[config.mk]
export PLATFORM = sky130hd
export DESIGN_NAME = relu_pass_ctrl
export DESIGN_NICKNAME = d
export VERILOG_FILES = /design/src/rtl/relu_pass_ctrl_pkg.sv /design/src/rtl/relu_pass_arb.sv /design/src/rtl/relu_pass_ctrl.sv
export SDC_FILE = /design/constraint.sdc
export NUM_CORES = 1
export LEC_CHECK = 0
export CAP_MARGIN = 20
export CORE_UTILIZATION = 30
export DETAILED_ROUTE_END_ITERATION = 10
export HOLD_SLACK_MARGIN = 0.03
export PLACE_DENSITY = 0.65
export RECOVER_POWER = 50
export SYNTH_ARGS = -nofsm -noshare
export SYNTH_HDL_FRONTEND = slang
export SYNTH_SLANG_ARGS = --single-unit
export TNS_END_PERCENT = 30
[constraint.sdc]
create_clock -name clk -period 2.3 [get_ports clk]
set_clock_uncertainty 0.2 [all_clocks]
set_input_delay 0.345 -clock clk [delete_from_list [all_inputs] [get_ports clk]]
set_output_delay 0.345 -clock clk [all_outputs]
set_load 0.005 [all_outputs]
[src/rtl/relu_pass_ctrl_pkg.sv]
// Shared types for the ReLU pass controller: element type, FSM states, output select.
// RELU_PASS_CTRL_LEAKY_EN selects leaky ReLU (slope 1/8) instead of hard zero.
package relu_pass_ctrl_pkg;

    localparam int DATA_W      = 16;
    localparam int LEAKY_SHIFT = 3;
    localparam int WIN_FWD     = 0;
    localparam int WIN_BWD     = 1;

    typedef logic signed [DATA_W-1:0] data_type;

    typedef enum logic [1:0] {
        IDLE,
        FWD,
        BWD,
        DRAIN
    } state_t;

    // Pass-through when the element is kept, otherwise zero (or the leaky slope).
    function automatic data_type relu_sel(input data_type d, input logic keep);
        data_type r;
        if (keep) begin
            r = d;
        end else begin
`ifdef RELU_PASS_CTRL_LEAKY_EN
            r = d >>> LEAKY_SHIFT;
`else
            r = '0;
`endif
        end
        return r;
    endfunction

endpackage

[src/rtl/relu_pass_arb.sv]
// Two-way round-robin arbiter choosing between forward and backward passes.
module relu_pass_arb
    import relu_pass_ctrl_pkg::*;
(
    input  logic       en,
    input  logic       fwd_el,
    input  logic       bwd_el,
    input  logic       last_bwd,
    output logic [1:0] win
);

    always_comb begin
        win = '0;
        if (en) begin
            if (fwd_el && bwd_el) begin
                // Both eligible: serve the one that did not go last.
                win[WIN_FWD] = last_bwd;
                win[WIN_BWD] = !last_bwd;
            end else begin
                win[WIN_FWD] = fwd_el;
                win[WIN_BWD] = bwd_el;
            end
        end
    end

endmodule

[src/rtl/relu_pass_ctrl.sv]
// Shared element-wise ReLU datapath sequencing forward and backward passes of M elements.
// Build option RELU_PASS_CTRL_LEAKY_EN (in the package) switches to leaky ReLU outputs.
module relu_pass_ctrl
    import relu_pass_ctrl_pkg::*;
#(
    parameter int M = 5
) (
    input  logic     clk,
    input  logic     reset,
    input  logic     fwd_req,
    input  logic     bwd_req,
    output logic     fwd_gnt,
    output logic     bwd_gnt,
    input  logic     in_valid,
    input  data_type in_data,
    output logic     in_ready,
    output logic     out_valid,
    output data_type out_data,
    input  logic     out_ready,
    output logic     mask_valid,
    output logic     done
);

    localparam int            CW   = (M > 1) ? $clog2(M) : 1;
    localparam logic [CW-1:0] LAST = CW'(M - 1);

    state_t          state, state_n;
    logic [CW-1:0]   cnt;
    logic [M-1:0]    mask;
    logic            last_bwd;
    data_type        out_q;
    logic            out_v;
    logic [1:0]      win;
    logic            in_acc;
    logic            out_take;
    logic            z_keep;

    relu_pass_arb u_arb (
        .en       (state == IDLE),
        .fwd_el   (fwd_req),
        .bwd_el   (bwd_req && mask_valid),
        .last_bwd (last_bwd),
        .win      (win)
    );

    // Single-entry output register: accept only if it is empty or draining this cycle.
    assign in_ready  = ((state == FWD) || (state == BWD)) && (!out_v || out_ready);
    assign in_acc    = in_valid && in_ready;
    assign out_take  = out_v && out_ready;
    assign done      = (state == DRAIN) && out_take;
    assign out_valid = out_v;
    assign out_data  = out_q;
    assign z_keep    = !in_data[DATA_W-1];

    // last_bwd is updated at grant, so in DRAIN it still names the pass in flight.
    assign fwd_gnt = (state == FWD) || ((state == DRAIN) && !last_bwd);
    assign bwd_gnt = (state == BWD) || ((state == DRAIN) && last_bwd);

    always_comb begin
        state_n = state;
        unique case (state)
            IDLE: begin
                if (win[WIN_BWD])      state_n = BWD;
                else if (win[WIN_FWD]) state_n = FWD;
            end
            FWD, BWD: begin
                if (in_acc && (cnt == LAST)) state_n = DRAIN;
            end
            DRAIN: begin
                if (out_take) state_n = IDLE;
            end
            default: state_n = IDLE;
        endcase
    end

    always_ff @(posedge clk or negedge reset) begin
        if (!reset) begin
            state      <= IDLE;
            cnt        <= '0;
            mask       <= '0;
            last_bwd   <= 1'b1;
            out_q      <= '0;
            out_v      <= 1'b0;
            mask_valid <= 1'b0;
        end else begin
            state <= state_n;
            if ((state == IDLE) && (|win)) begin
                cnt      <= '0;
                last_bwd <= win[WIN_BWD];
            end
            if (in_acc) begin
                cnt   <= cnt + 1'b1;
                out_q <= relu_sel(in_data, (state == FWD) ? z_keep : mask[cnt]);
                if (state == FWD) mask[cnt] <= z_keep;
            end
            if (in_acc)        out_v <= 1'b1;
            else if (out_take) out_v <= 1'b0;
            if (done && !last_bwd) mask_valid <= 1'b1;
        end
    end

endmodule

-- After elaboration in Yosys (flattened, before gate mapping)
Index checks and enable logic that the tools add are counted.
W data, S select, Z words.
- magnitude comparators: 2
- reductions and logical operators: 26
- eq/ne operators: 7
- add/sub/neg operators: 1
- multiplexer cells: 18
- operators with widths (cell ; count):
    $mux W16 ; 1
    $logic_and A1 B1 Y1 ; 12
    $mux W2 ; 6
    $mux W3 ; 2
    $pmux W2 S3 ; 1
    $bwmux W5 ; 1
    $mux W1 ; 5
    $eq A2 B2 Y1 const B ; 2
    $logic_or A1 B1 Y1 ; 4
    $lt A3 B4 Y1 const B ; 1
    $ne A2 B2 Y1 const B ; 2
    $reduce_bool A2 Y1 ; 2
    $reduce_or A2 Y1 ; 2
    $add A3 B1 Y3 const B ; 1
    $bmux W1 S3 ; 1
    $demux W1 S3 ; 1
    $eq A3 B3 Y1 const B ; 1
    $ge A3 B1 Y1 const B ; 1
    $logic_not A1 Y1 ; 3
    $ne A3 B3 Y1 const B ; 1
    $reduce_and A3 Y1 ; 1
    $eq A2 B1 Y1 const B ; 1
    $logic_not A2 Y1 ; 1
    $reduce_and A2 Y1 ; 1
- input bits: 22
- register bits after elaboration: 29
- word-level logic and storage cells: 61
- output and inout bits: 22

-- Logic depth before layout (Yosys ltp)
Gate-level depths: netlist of the first run.
- depth in word-level cells: 8
- gate-level depth with buffers: 7
- mapped depth without buffers: 6

-- Cells and area by module
A second synthesis of the first run with hierarchy kept.
- cells, all modules: 153
- area, all modules: 1522.7 sq um
- modules (own cells, without submodules) (module ; area an instance (sq um) ; seq. area each (sq um) ; cells each ; times used):
    relu_pass_ctrl ; 1501.4 ; 726.9 ; 148 ; 1
    relu_pass_arb ; 21.3 ; 0.0 ; 5 ; 1

-- Worst setup path after synthesis of the first run
No wires, ideal clock.
- kind: register -> register
- start point: register state[1]
- end point: register mask[4]
- library setup time: 125 ps
- period minus slack after synthesis: 1921 ps
- buffers on the path: 0
- data required time: 1975 ps
- arrival: 1597 ps
- setup slack: 379 ps
- stages on the path, launching flop included: 7
- path through: dfrtp_1 > inv_1 > ha_1 > and2b_2 > nand4_1 > nor3b_1 > mux2_2
- longest elaborated chain between the ends: 5
- elaborated cells between the ends (all ways): 6
- classes of those cells: 2 x eq/ne; 4 x reduce/logical
- RTL lines (item ; line ; source):
    start, declared ; relu_pass_ctrl.sv:27 ; state_t state, state_n;
    start signal, assigned ; relu_pass_ctrl.sv:86 ; state <= state_n;
    $eq A2 B1 Y1 or $eq A2 B2 Y1 (tied branches) ; relu_pass_ctrl.sv:47, relu_pass_ctrl.sv:94 ;
    $logic_or A1 B1 Y1 ; relu_pass_ctrl.sv:47 ; assign in_ready = ((state == FWD) || (state == BWD)) && (!out_v || out_ready);
    $logic_and A1 B1 Y1 ; relu_pass_ctrl.sv:47 ;
    $logic_and A1 B1 Y1 ; relu_pass_ctrl.sv:48 ; assign in_acc = in_valid && in_ready;
    $reduce_and A2 Y1 (no source line) (*) ; -- ;
    end signal, assigned by index ; relu_pass_ctrl.sv:94 ; if (state == FWD) mask[cnt] <= z_keep;
    end, declared ; relu_pass_ctrl.sv:29 ; logic [M-1:0] mask;
Every way passes the cells marked *; elsewhere a longest branch is shown, timed or not.
A chain may end at the register's enable or synchronous reset.

-- Worst setup path after layout of the first run
- start point: register state[0]
- end point: output port done
- longest elaborated chain between the ends: 2
- RTL lines (item ; line ; source):
    $eq A2 B2 Y1 ; relu_pass_ctrl.sv:50 ; assign done = (state == DRAIN) && out_take;
    $logic_and A1 B1 Y1 ; relu_pass_ctrl.sv:50 ;
    end, declared ; relu_pass_ctrl.sv:21 ; output logic done
No other way between the ends.

==> results_dict.tcl, run 1 <==
set metrics [dict create \
    grt_pass1_wl_um 5464 \
    ioPinCount 44 \
    synth_area_leader_cell "dfrtp_1" \
    ctsHtreeMaxLevel 2 \
    ys_types 36 \
    die_w_um 73.25 \
    drt_wl_total_um 3360 \
    outcome "complete, no violations" \
    die_h_um 73.25 \
    fill_cells 501 \
    wl_per_cell_um 12.49 \
    detail_route.iter0.violations 106 \
    ys.flop_type "dfrtp_1" \
    drc 0 \
    holdBufCountCts 0 \
    dpl.hpwl_um 2425 \
    ir_drop_mv 0.4152 \
    mappedNetlistArea_sq_um 1523 \
    fin_crit_ns 2.233 \
    antenna_found_initial 0 \
    io_buffers 43 \
    clock_path_buffers 2 \
    gp_congestion 0.7675 \
    track_usage_pct 13.73 \
    clkTransAtPathRegs_ns 0.06 \
    ys_ff_latch 29 \
    cts_tree "done" \
    worst_pin_slew_ns 0.7191 \
    hold_viol 0 \
    finalNetCount 230 \
    timing.final.crit_share_pct 97.09 \
    synth_top_area_share_pct 46.01 \
    cp-start-kind "flop" \
    fin_area_sq_um 2166 \
    cp.arrival_ns 1.69 \
    dpl_cell_area_sq_um 2046 \
    critPathCaptureType "primary output" \
    overflow 0 \
    criticalPathCategory "reg -> out" \
    layout-drive-gt1-share_pct 21.29 \
    path_delay_family "buffers and inverters" \
    power_density_nw_per_um2 1321 \
    area_delta_synth_final_pct 42.24 \
    numCtsBuffers 5 \
    crit_chain "buf_4, ha_2, and3_1, clkdlybuf4s50_1" \
    synth_area_leaders "dfrtp_1, ha_1, o21ai_2, nand3_1, nand2_1" \
    clockRootBuffer "clkbuf_8" \
    syn_nets 176 \
    maxCapViolCount 0 \
    syn-instance-count 147 \
    fp.dieArea_sq_um 5365 \
    synth_seq_area_share_pct 47.74 \
    setup_viol 0 \
    insertion_delay_ns 0.28 \
    grt_pass1_vias 1223 \
    synth_common_cells "dfrtp_1, nand2_1, nand3_1" \
    vias 1283 \
    cts_sinks 29 \
    num_rows 25 \
    drv_slew 0 \
    initial_core_util_pct 31.61 \
    syn-mean-instance-area_sq_um 10.36 \
    worstSetupPathDepth 4 \
    synth.most_common_cell "dfrtp_1" \
    core_region_area_sq_um 4817 \
    power.leakage_nw 0.9430 \
    drt-pass1-iter-count 4 \
    antenna-diode-count 0 \
    yosys_warnings 0 \
    max_stage_delay_ns 0.50 \
    r2r_cells 6 \
    grt_max_degree 30 \
    finish.utilization_pct 44.96 \
    path_max_fanout 4 \
    critPathSlowestCell "clkdlybuf4s50_1" \
    async_flop_share_pct 100.0 \
    hp-class "reg -> reg" \
    drtAntennaViolNets 0 \
    worstPathBufferInverterCount 2 \
    crit_required_ns 1.75 \
    synth_edf_count 0 \
    maxSlewHeadroom_pct 52.06 \
    vias_per_cell 4.770 \
    max_freq_mhz 447.8 \
    min_path_cells 2 \
]
==> stage by stage <==
step	setup WS [ns]	setup TNS [ns]	total power, mW	instances	hold slack [ns]
after global placement	0.07810	0	2.383	258	0.2675
final	0.06701	0	2.861	269	0.2744
after detailed placement	0.06772	0	2.402	258	0.2692
after global routing	-0.002959	-0.002959	3.089	269	0.3045
after floorplan	0.3788	0	1.837	147	-0.1506
after CTS	0.02964	0	2.847	266	0.2702
==> final timing paths <==
path                               from  slack, ns      endpoint
min in group asynchronous         reset       0.45        cnt[2]
setup reg to reg               state[1]       0.35       mask[4]
setup / recovery               state[0]       0.07          done
max in group asynchronous         reset       0.99   out_data[6]
hold / removal             out_data[15]       0.27  out_data[15]
hold reg to reg            out_data[15]       0.27  out_data[15]
==> layer usage <==
layer / track usage (%) / up-vias / part of all wire [%]
li1: - / 631 / -
met1: 18.05 / 615 / 47
met2: 20.88 / 29 / 47
met3: 3.039 / 8 / 3.9
met4: 7.625 / 0 / 2.0
met5: 0 / - / 0
==> layout by cell type (no fill, tap or decap), types with 2 or more instances in the layout <==
master | synthesis | routed
a21o_1 | 4 | 4
and3_1 | 2 | 2
mux2i_1 | 3 | 3
inv_1 | 8 | 6
o21ai_2 | 10 | 10
nand4_1 | 4 | 4
clkinv_2 | 0 | 2
nor3_1 | 2 | 2
nand3_1 | 16 | 16
inv_2 | 0 | 2
dfrtp_1 | 28 | 28
nand2_1 | 21 | 21
a21oi_1 | 2 | 2
clkdlybuf4s50_1 | 0 | 42
mux2_2 | 6 | 6
a31oi_1 | 2 | 2
buf_4 | 1 | 10
o21ai_0 | 9 | 9
ha_1 | 7 | 5
nor2_1 | 2 | 2
clkbuf_8 | 0 | 5
==> cell families after synthesis <==
kind of cell | share of synthesized area, %
AO/OA/AOI/OAI | 17.34
adder cells (fa/ha/maj) | 5.752
buffers and inverters | 5.340
flip-flops | 47.74
multiplexers | 7.395
AND/OR/NAND/NOR | 16.44
==> sequential cells by signal, summed over array words and instances (netlist names) <==
signal	count
out_data	16
mask	5
cnt	3
state	2
last_bwd	1
mask_valid	1
out_valid	1
==> power breakdown <==
group / internal (mW) / leakage (nW) / switching [mW] / total, mW
clock network: 0.209 / 0.0450 / 0.191 / 0.400
registers: 0.725 / 0.369 / 0.177 / 0.902
logic: 0.821 / 0.529 / 0.737 / 1.56
total: 1.76 / 0.943 / 1.11 / 2.86
==> layout make-up <==
type | instances | area (sq um) | area share, %
sequential | 29 | 726.9 | 33.56
tap | 67 | 83.83 | 3.871
clock inverter | 2 | 10.01 | 0.4622
clock buffer | 6 | 72.57 | 3.351
inverter | 8 | 30.03 | 1.386
multi-input combinational | 103 | 732.0 | 33.80
timing repair buffer | 54 | 510.5 | 23.57
==> worst reg2reg max path: stages (launching register included) <==
cell	delay [ns]
dfrtp_1	0.42
inv_2	0.11
ha_1	0.20
and2b_2	0.15
nand4_1	0.16
nor3b_1	0.24
mux2_2	0.35
==> timing repair <==
action | 4_1_cts | 5_1_grt
endpoints found under the setup margin | 1 | 1
gates resized for setup | 1 | 4
setup buffers | 0 | 3
No activity file was read; power rests on OpenSTA's default activity.
==> run 2: changes to the inputs <==
--- a/config.mk
+++ b/config.mk
@@ -13,5 +13,6 @@
 export RECOVER_POWER = 50
 export SYNTH_ARGS = -nofsm -noshare
 export SYNTH_HDL_FRONTEND = slang
+export SYNTH_HIERARCHICAL = 1
 export SYNTH_SLANG_ARGS = --single-unit
 export TNS_END_PERCENT = 30
==> run 2 against run 1 <==
Net effect:
- non-clock buffer count down 5
- combinational power about the same
- global-route usage up 0.94 points
- routed wire length down 1.9%
- critical path type unchanged
- cell count unchanged
- worst hold slack worse by 0.0013 ns
- worst setup slack better by 0.011 ns
- highest routed layer unchanged
- fmax up 0.48%
- sequential cell count unchanged
- largest power group unchanged
==> results_dict.tcl, run 2 <==
set metrics [dict create \
    p_comb_share_pct 53.9 \
    mappedNetlistArea_sq_um 1523 \
    crit_chain "inv_2, ha_4, and2_1, clkdlybuf4s50_1" \
    ctsHtreeMaxLevel 2 \
    worstPathBufferInverterCount 2 \
    finalSetupTns_ns 0 \
    maxCapViolCount 0 \
    layout-drive-gt1-share_pct 15.84 \
    clock_path_buffers 2 \
    initial_core_util_pct 31.61 \
    hp-class "reg -> reg" \
    ir_drop_mv 0.6138 \
    max_freq_mhz 450.0 \
    outcome "complete, no violations" \
    gp_congestion 0.7406 \
    finish.utilization_pct 44.26 \
    numCtsBuffers 5 \
    holdPathEnd "out_data[3]" \
    overflow 0 \
    power_density_nw_per_um2 1351 \
    fin_crit_ns 2.222 \
    die_h_um 73.25 \
    drv_slew 0 \
    vias 1239 \
    r2r_start "state[0]" \
    drtAntennaViolNets 0 \
    fp.dieArea_sq_um 5365 \
    antenna_found_initial 0 \
    r2r_slack_ns 0.18 \
    ys.flop_type "dfrtp_1" \
    switchingPower_mw 1.102 \
    worst_pin_slew_ns 0.7086 \
    rsz0062_at_grt "yes" \
    clockRootBuffer "clkbuf_8" \
    cts_tree "done" \
    drc 0 \
    io_buffers 43 \
    critPathSlowestCell "clkdlybuf4s50_1" \
    syn-instance-count 153 \
    drt-pass1-iter-count 4 \
    sw_frac_of_total_pct 38.25 \
    synth_seq_area_share_pct 47.74 \
    r2r_cells 6 \
    insertion_delay_ns 0.27 \
    power_frac_seq_pct 32.5 \
    hp-start "out_data[3]" \
    synth_area_leaders "dfrtp_1, nand2_1, nand3_1, o21ai_2, ha_1" \
    maxSlewHeadroom_pct 52.76 \
    holdBufCountCts 0 \
    synth_edf_count 0 \
    setup_ws_ns 0.07775 \
    cp.arrival_ns 1.68 \
    critPathCaptureType "primary output" \
    core_region_area_sq_um 4817 \
    grt_pass1_wl_um 5947 \
    min_path_cells 2 \
    power.leakage_nw 0.9366 \
    criticalPathCategory "reg -> out" \
    die_w_um 73.25 \
    final_common_cell "clkdlybuf4s50_1" \
    path_delay_family "buffers and inverters" \
    area_delta_synth_final_pct 40.02 \
    cp-start-kind "flop" \
    num_rows 25 \
    async_flop_share_pct 100.0 \
    grt_max_degree 30 \
    yosys_warnings 6 \
    hold_viol 0 \
    cts_sinks 29 \
    max_stage_delay_ns 0.50 \
    drt_wl_total_um 3296 \
    ys_ff_latch 29 \
    crit_required_ns 1.75 \
    vias_per_cell 4.606 \
    synth_top_area_share_pct 46.01 \
    syn_nets 181 \
    clkPwrFrac_pct 13.6 \
    largest_reg_flops 16 \
    pre_cts_ws_ns 0.1220 \
    r2r-end "cnt[2]" \
    synth.most_common_cell "nand2_1" \
    final_cell_mix "clkdlybuf4s50_1, nand2_1, dfrtp_1" \
    antenna-diode-count 0 \
    ys_types 29 \
    setup_viol 0 \
    p_int_mw 1.779 \
    finalNetCount 229 \
    fill_cells 493 \
    path_max_fanout 7 \
    dp_cells 261 \
    clkTransAtPathRegs_ns 0.06 \
    synth_area_leader_cell "dfrtp_1" \
    detail_route.iter0.violations 43 \
    hold_ws_ns 0.2732 \
    track_usage_pct 14.67 \
    dpl.hpwl_um 2394 \
    syn-mean-instance-area_sq_um 9.952 \
    ioPinCount 44 \
    grt_pass1_vias 1308 \
    fin_cells 269 \
    synth_common_cells "nand2_1, dfrtp_1, nand3_1" \
    wl_per_cell_um 12.25 \
    timing.final.crit_share_pct 96.62 \
]
-- run 2: cell count changes in the layout (fill, tap and decap cells not counted), moves of 3 or more --
cell / before / now
dlygate4sd3_1: 1 / 8
clkbuf_1: 1 / 4
buf_4: 10 / 3
mux2i_1: 3 / 6
clkdlybuf4s50_1: 42 / 35
nand2_1: 21 / 29
-- run 2: stage by stage --
stage / power (mW) / area (sq um)
floorplan: 1.853 / 1523
global route: 3.142 / 2132
finish: 2.880 / 2132
detailed placement: 2.506 / 2043
CTS: 2.948 / 2138
global placement: 2.479 / 2043
-- run 2: power by group through the flow --
stage,Clock [mW],Sequential [mW],Combinational [mW]
2_1_floorplan,0,0.899,0.954
3_3_place_gp,0,0.941,1.54
3_5_place_dp,0,0.944,1.56
4_1_cts,0.404,0.938,1.61
5_1_grt,0.439,0.973,1.73
6_report,0.390,0.936,1.55
-- run 2: metal layers --
layer / wire length [um] / vias up / global-route usage (%)
li1: - / 622 / -
met1: 1493 / 585 / 17.68
met2: 1614 / 26 / 24.69
met3: 146 / 6 / 4.834
met4: 42 / 0 / 4.575
met5: 0 / - / 0
-- run 2: kinds of logic (layout without fill, tap and decap cells) --
logic type	after synthesis	after routing	share of synthesized area [%]
fa+ha+maj	6	6	4.930
compound gates	27	27	13.80
simple gates	63	63	19.56
buf+inv	16	65	5.340
mux	12	12	8.627
flops	29	29	47.74
-- run 2: worst min-delay path: stages, from the launching register on --
cell,delay [ns]
dfrtp_1,0.33
nand2_1,0.06
o21ai_2,0.05
-- run 2: how the worst max path moves through the flow --
stage / from / endpoint / slack, ns / depth (start not counted)
6_report: state[0] / in_ready / 0.08 / 4
3_3_place_gp: out_ready / in_ready / 0.12 / 4
5_1_grt: state[0] / in_ready / -0.006 / 4
4_1_cts: state[1] / fwd_gnt / 0.03 / 4
3_5_place_dp: out_ready / mask[4] / 0.12 / 6
2_1_floorplan: state[1] / mask[4] / 0.41 / 6
-- run 2: area by class of cell --
class,count,area [sq um],area share [%]
Clock buffer,8,80.08,3.756
Multi-Input combinational cell,108,729.5,34.21
Timing Repair Buffer,49,481.7,22.59
Inverter,8,30.03,1.408
Tap cell,67,83.83,3.932
Sequential cell,29,726.9,34.10
-- run 2: what timing repair did --
action	in CTS	in global routing
endpoints found under the setup margin	2	2
setup buffers	0	0
gates resized for setup	2	2
==> run 3: changes to the inputs <==
--- a/config.mk
+++ b/config.mk
@@ -6,6 +6,7 @@
 export NUM_CORES = 1
 export LEC_CHECK = 0
 export CAP_MARGIN = 20
+export CORE_ASPECT_RATIO = 0.6
 export CORE_UTILIZATION = 30
 export DETAILED_ROUTE_END_ITERATION = 10
 export HOLD_SLACK_MARGIN = 0.03
==> run 3 against run 2 <==
Net effect:
- combinational power is 3% higher
- fmax shrank 2.8%
- clock power grew 19%
- power up 4.6%
- sequential share of layout area shrank 0.53 points
- via count down 0.40%
- critical path depth did not move
- clock-buffer cell count decreased by 1
- non-clock buffer count increased by 2
- die area up 0.17%
- sequential cell count is the same
==> results_dict.tcl, run 3 (synthesis results as in run 2) <==
set metrics [dict create \
    path_max_fanout 6 \
    ir_drop_mv 0.4178 \
    holdPathEnd "mask_valid" \
    dpl.hpwl_um 2591 \
    cp.arrival_ns 1.74 \
    drtAntennaViolNets 0 \
    dpl_cell_area_sq_um 2053 \
    wl_per_cell_um 13.24 \
    crit_path_start "state[1]" \
    crit_required_ns 1.75 \
    fin_area_sq_um 2166 \
    track_usage_pct 14.67 \
    total_power_mw 3.013 \
    antenna-diode-count 0 \
    cts_tree "done" \
    drc 0 \
    outcome "complete, no violations" \
    vias 1234 \
    fp.dieArea_sq_um 5374 \
    final_cell_mix "clkdlybuf4s50_1, nand2_1, dfrtp_1" \
    max_freq_mhz 437.6 \
    timing.final.crit_share_pct 99.36 \
    rsz0062_at_grt "yes" \
    maxSlewHeadroom_pct 52.88 \
    hp-class "reg -> reg" \
    die_h_um 57.19 \
    core_region_area_sq_um 4731 \
    ioPinCount 44 \
    clock_path_buffers 2 \
    layout-drive-gt1-share_pct 18.14 \
    min_path_cells 1 \
    grt_max_degree 30 \
    r2r_slack_ns 0.22 \
    hold_viol 0 \
    fin_crit_ns 2.285 \
    worst_pin_slew_ns 0.7067 \
    r2r_cells 6 \
    largest_reg_flops 16 \
    r2r_start "state[1]" \
    cp-start-kind "flop" \
    grt_pass1_wl_um 5768 \
    numCtsBuffers 5 \
    power.leakage_nw 0.9458 \
    maxCapViolCount 0 \
    clkTransAtPathRegs_ns 0.06 \
    antenna_found_initial 0 \
    ctsHtreeMaxLevel 2 \
    overflow 0 \
    vias_per_cell 4.622 \
    gp_congestion 0.7874 \
    initial_core_util_pct 32.19 \
    cts_setup_buffers 0 \
    drt_wl_total_um 3536 \
    critPathCaptureType "primary output" \
    io_buffers 43 \
    clockRootBuffer "clkbuf_8" \
    criticalPathCategory "reg -> out" \
    hold_ws_ns 0.2797 \
    r2r-end "mask[4]" \
    drt-pass1-iter-count 4 \
    drv_slew 0 \
    die_w_um 93.98 \
    finalNetCount 231 \
    grt_pass1_vias 1178 \
    area_delta_synth_final_pct 42.24 \
    detail_route.iter0.violations 67 \
    final_common_cell "clkdlybuf4s50_1" \
    num_rows 19 \
    power_density_nw_per_um2 1391 \
    cts_sinks 29 \
    insertion_delay_ns 0.28 \
    hp-start "mask_valid" \
    setup_viol 0 \
]
## run 3: changes by cell type in the layout (fill, tap and decap cells not counted), sizes merged
cell	previous run	this run
buf	4	6
dlygate4sd3	8	1
clkinv	0	1
clkbuf	10	9
clkdlybuf4s50	35	42
## run 3: critical path: stages (launching register included)
cell and delay, ns:
dfrtp_1 0.40, inv_1 0.15, ha_2 0.31, a21o_1 0.11
clkdlybuf4s50_1 0.49
## run 3: through the flow
step | cells | setup WS (ns) | utilization [%] | TNS, ns
floorplan | 153 | 0.4101 | - | 0
global placement | 259 | 0.05283 | 43.40 | 0
detailed placement | 259 | 0.03953 | 43.40 | 0
CTS | 267 | -0.004971 | 45.86 | -0.004971
global route | 267 | -0.05168 | 45.78 | -0.05168
finish | 267 | 0.01464 | 45.78 | 0
## run 3: where the power goes
part | internal [mW] | switching (mW)
logic | 0.854 | 0.748
registers | 0.756 | 0.189
clock network | 0.270 | 0.195
## run 3: final cells by class
cell class              count  area [sq um]
fillers                   447          2565
multi-input cells         108         732.0
flip-flops and latches     29         726.9
repair buffers             51         496.7
clock buffers               7         96.34
well taps                  63         78.83
inverters                   8         30.03
clock inverters             1         5.005
## run 3: worst max-delay path by stage
stage          endpoint  slack (ns)  depth (start not counted)
6_report        fwd_gnt        0.01                          4
5_1_grt         fwd_gnt       -0.05                          4
4_1_cts         fwd_gnt      -0.005                          4
3_5_place_dp   in_ready        0.04                          4
3_3_place_gp   in_ready        0.05                          4
2_1_floorplan   mask[4]        0.41                          6
## run 3: repair_timing
item / in CTS / in global routing
resized for setup: 2 / 2
hold buffers: 0 / 0
setup endpoints to repair: 2 / 2
## run 3: layer usage
layer  vias to the layer above  wire length [um]  GRT usage, %
met5                         -                 0             0
met4                         0                 8         3.956
met3                         2               292         6.933
met2                        39              1317         18.46
met1                       565              1917         21.93
li1                        628                 -             -
